### config.mk
export PLATFORM = sky130hd
export DESIGN_NAME = register_file
export DESIGN_NICKNAME = d
export VERILOG_FILES = /design/src/rtl/register_file_pkg.sv /design/src/rtl/register_file_read_port.sv /design/src/rtl/register_file.sv
export SDC_FILE = /design/constraint.sdc
export NUM_CORES = 2
export LEC_CHECK = 0
export CORE_MARGIN = 1.5
export CORE_UTILIZATION = 55
export DETAILED_ROUTE_END_ITERATION = 8
export PLACE_DENSITY_LB_ADDON = 0.1
export SYNTH_ARGS = -nofsm -noshare
export SYNTH_HDL_FRONTEND = slang
export SYNTH_HIERARCHICAL = 1
export SYNTH_SLANG_ARGS = --single-unit
### constraint.sdc
create_clock -name clock -period 3.3 [get_ports clock]
set_input_delay 0.33 -clock clock [delete_from_list [all_inputs] [get_ports clock]]
set_output_delay 0.33 -clock clock [all_outputs]
set_load 0.005 [all_outputs]
### src/rtl/register_file_pkg.sv
// register_file_pkg: shared widths, zero constants and word/address types for the register file
package register_file_pkg;
  localparam int DATA_WIDTH = 32;
  localparam int ADDRESS_WIDTH = 5;
  localparam int REGISTER_COUNT = 2 ** ADDRESS_WIDTH;
  typedef logic [ADDRESS_WIDTH-1:0] register_address_t;
  typedef logic [DATA_WIDTH-1:0] data_word_t;
  localparam register_address_t ZERO_REGISTER_ADDRESS = '0;
  localparam data_word_t ZERO_WORD = '0;
endpackage

### src/rtl/register_file_read_port.sv
// register_file_read_port: one read port (reset/enable/r0 gating, optional REGISTER_FILE_BYPASS_EN write-through, stored word)
module register_file_read_port
  import register_file_pkg::*;
#(
  parameter int DATA_WIDTH = register_file_pkg::DATA_WIDTH,
  parameter int ADDRESS_WIDTH = register_file_pkg::ADDRESS_WIDTH,
  parameter int REGISTER_COUNT = register_file_pkg::REGISTER_COUNT
) (
  input  logic                                       reset,
  input  logic [REGISTER_COUNT-1:0][DATA_WIDTH-1:0]  registers,
  input  logic                                       write_enable,
  input  logic [ADDRESS_WIDTH-1:0]                   write_address,
  input  logic [DATA_WIDTH-1:0]                      write_data,
  input  logic                                       read_enable,
  input  logic [ADDRESS_WIDTH-1:0]                   read_address,
  output logic [DATA_WIDTH-1:0]                      read_data
);
  logic bypass_hit;
`ifdef REGISTER_FILE_BYPASS_EN
  assign bypass_hit = write_enable && write_address == read_address;
`else
  assign bypass_hit = 1'b0 & write_enable & (write_address == read_address);
`endif
  always_comb read_data = !reset || !read_enable || read_address == ZERO_REGISTER_ADDRESS ? ZERO_WORD
                        : bypass_hit ? write_data : registers[read_address];
endmodule

### src/rtl/register_file.sv
// register_file: 2R1W GPR file, r0 hardwired 0, async active-low reset; ports clock/reset, wb write triple, two id read ports; REGISTER_FILE_BYPASS_EN enables write-through
module register_file
  import register_file_pkg::*;
#(
  parameter int DATA_WIDTH = register_file_pkg::DATA_WIDTH,
  parameter int ADDRESS_WIDTH = register_file_pkg::ADDRESS_WIDTH,
  parameter int REGISTER_COUNT = register_file_pkg::REGISTER_COUNT
) (
  input  logic                     clock,
  input  logic                     reset,
  input  logic                     wb_register_write_enable,
  input  logic [ADDRESS_WIDTH-1:0] wb_register_write_address,
  input  logic [DATA_WIDTH-1:0]    wb_register_write_data,
  input  logic                     id_register_read_enable_1,
  input  logic [ADDRESS_WIDTH-1:0] id_register_read_address_1,
  output logic [DATA_WIDTH-1:0]    id_register_read_data_1,
  input  logic                     id_register_read_enable_2,
  input  logic [ADDRESS_WIDTH-1:0] id_register_read_address_2,
  output logic [DATA_WIDTH-1:0]    id_register_read_data_2
);
  logic [REGISTER_COUNT-1:0][DATA_WIDTH-1:0] registers;
  always_ff @(posedge clock or negedge reset)
    if (!reset) registers <= '0;
    else if (wb_register_write_enable && wb_register_write_address != ZERO_REGISTER_ADDRESS)
      registers[wb_register_write_address] <= wb_register_write_data;
  register_file_read_port #(.DATA_WIDTH(DATA_WIDTH), .ADDRESS_WIDTH(ADDRESS_WIDTH), .REGISTER_COUNT(REGISTER_COUNT)) port_1 (
    .reset(reset),
    .registers(registers),
    .write_enable(wb_register_write_enable),
    .write_address(wb_register_write_address),
    .write_data(wb_register_write_data),
    .read_enable(id_register_read_enable_1),
    .read_address(id_register_read_address_1),
    .read_data(id_register_read_data_1)
  );
  register_file_read_port #(.DATA_WIDTH(DATA_WIDTH), .ADDRESS_WIDTH(ADDRESS_WIDTH), .REGISTER_COUNT(REGISTER_COUNT)) port_2 (
    .reset(reset),
    .registers(registers),
    .write_enable(wb_register_write_enable),
    .write_address(wb_register_write_address),
    .write_data(wb_register_write_data),
    .read_enable(id_register_read_enable_2),
    .read_address(id_register_read_address_2),
    .read_data(id_register_read_data_2)
  );
endmodule
==> impl_metrics.json <==
{
  "status": "finished, final reports clean",
  "floorplan.core_area_um2": 100400,
  "fp.dieH_um": 321.8,
  "cts_tree": "done",
  "cts.sinks": 1024,
  "max_slew_margin_pct": 22.94,
  "synth_warnings": 6,
  "layout_common_cells": "mux2_2, dfrtp_1, mux2i_1",
  "finalPower_uw": 36470,
  "cellLeakagePower_uw": 0.02823,
  "antenna_found_initial": 8,
  "drtAntennaViolNets": 0,
  "synth_cell_types": 39,
  "crit_required_ns": 2.97,
  "top_regs": "registers: 1024 flops",
  "grt_max_degree": 154,
  "power_density_nw_per_um2": 580.6,
  "setup_slack_ns": 0.1295,
  "insertion_delay_ns": 0.70,
  "cts_setup_buffers": 0,
  "numCtsBuffers": 110,
  "cp_max_fo": 12,
  "dp_hpwl_um": 104700,
  "hold_buffers": 2,
  "layout_commonest_cell": "mux2_2",
  "vias_per_cell": 6.727,
  "synth.area.top_cells": "dfrtp_1, mux2_2, mux2i_1",
  "grt_usage_pct": 33.31,
  "cp.arrival_ns": 2.84,
  "largest_register": "registers",
  "ys_seq_area_share_pct": 45.85,
  "final_util_pct": 62.53,
  "cts-htree-levels": 3,
  "initial_core_util_pct": 55.64,
  "synth_cells": 4077,
  "endpoint_kind": "primary output",
  "startpoint_type": "primary input",
  "critPathKind": "in2out",
  "grt_pass1_wl_um": 254500,
  "grt.overflow.total": 0,
  "largest_reg_flops": 1024,
  "synth_area_um2": 55880,
  "drt-pass1-iter-count": 5,
  "setup-violations-final": 0,
  "finalWirelength_um": 171700,
  "die-width_um": 321.8,
  "synth_nets": 4129,
  "dieArea_um2": 103500,
  "dp_slack_ns": 0.2316,
  "dp_cells": 5314,
  "clk_pin_slew_ns": 0.06,
  "hold_viol": 0,
  "hold_path.class": "reg2reg",
  "fin_tns_setup_ns": 0,
  "drc": 0,
  "synth_top_cell_area_share_pct": 45.85,
  "period_share_pct": 96.08,
  "area_delta_synth_final_pct": 12.39,
  "final_net_count": 4123,
  "cts-resized-gates": 0,
  "clockBufferDepth": 3,
  "drive_above_1_share_pct": 41.66,
  "cts-root-buf": "clkbuf_16",
  "io_buffers": 115,
  "ys_ff_latch": 1024,
  "rows": 116,
  "wl_per_cell_um": 31.09,
  "synth_area_leader_cell": "dfrtp_1",
  "rsz0062_at_grt": "false",
  "vdd_ir_drop_max_v": 0.0004293,
  "period_needed_ns": 3.171,
  "cap_violations": 0,
  "gp_congestion": 0.8509,
  "drv_slew": 0,
  "syn_area_per_cell_um2": 13.71,
  "fin_worst_skew_ns": 0,
  "fin_cells": 5522,
  "drt-initial-drc-count": 3502,
  "pin_count": 116,
  "num_vias": 37150,
  "max_freq_mhz": 315.4,
  "tightest_slew_ns": 1.152,
  "first_global_vias": 37530
}
[report_power, final]
group | switching, uW | internal, uW
combinational | 3020 | 4320
sequential | 1740 | 14900
clock | 5210 | 7220
[Yosys cell counts]
cell,count
nand2_1,204
o2111ai_1,2
a31oi_1,62
and2b_1,2
and2_1,2
a21oi_1,62
nor2_2,2
mux2i_1,508
a32oi_1,62
nand4_1,7
and3_1,4
nor3_1,2
nand3_1,70
nor4b_2,1
nand4b_1,3
mux4_2,180
buf_6,10
buf_4,12
and4bb_2,3
mux2_1,9
nor2_1,17
o211ai_1,4
buf_1,4
mux2_2,1105
clkbuf_1,224
or3_1,3
mux4_1,80
dfrtp_1,1024
buf_2,190
a22oi_1,184
a211o_1,2
buf_8,4
nand2b_1,4
nor2b_1,8
nor4_1,2
inv_2,2
buf_12,10
nor3_2,1
nand3b_1,2
[worst paths after layout]
| path | startpoint | to | slack [ns] | cells past startpoint |
|---|---|---|---|---|
| max in group asynchronous | reset | registers[297] | 1.04 | 4 |
| max | id_register_read_enable_2 | id_register_read_data_2[6] | 0.13 | 7 |
| min reg2reg | registers[13] | registers[13] | 0.40 | 0 |
| min | registers[13] | registers[13] | 0.40 | 0 |
| min in group asynchronous | reset | registers[67] | 0.41 | 3 |
| max reg2reg | registers[387] | registers[387] | 2.48 | 1 |
[critical path, cell delays in order]
cell	delay (ns)
clkdlybuf4s50_1	0.50
nand2_1	0.09
nor3_2	0.30
buf_4	0.35
nand3_1	0.15
a32oi_1	0.50
clkdlybuf4s50_1	0.61
[metal layers]
metal / track usage [%] / routed length [um] / vias up / share of wire, %
met1: 45.81 / 72060 / 19820 / 42
met4: 11.72 / 6445 / 4 / 3.8
li1: - / - / 15510 / -
met3: 5.910 / 11970 / 367 / 7.0
met2: 53.32 / 81180 / 1442 / 47
met5: 0 / 22 / - / 0.013
[area by class of cell]
cell class              count  area [um^2]
fillers                  7732        37630
multi-input cells        2597        28230
flip-flops and latches   1024        25620
repair buffers            336         3638
clock buffers             168         3254
well taps                1357         1698
clock inverters            30        330.3
diodes                      8        20.02
inverters                   2        12.51
[kinds of logic (layout without fill, tap and decap cells)]
family	count (synthesis)	after routing	synth area share [%]
simple gates	337	337	2.700
other cells	0	8	0
compound gates	378	378	4.809
flops	1024	1024	45.85
mux	1882	1882	42.56
buf+inv	456	536	4.075
[per-stage QoR]
stage,area [um^2],hold WS (ns)
after floorplan,55880,0.03441
after global placement,59170,0.1973
after detailed placement,59170,0.1998
after CTS,62790,0.4007
after global routing,62790,0.4097
final,62810,0.4010
Note: power is estimated with default switching activity, not from simulation.
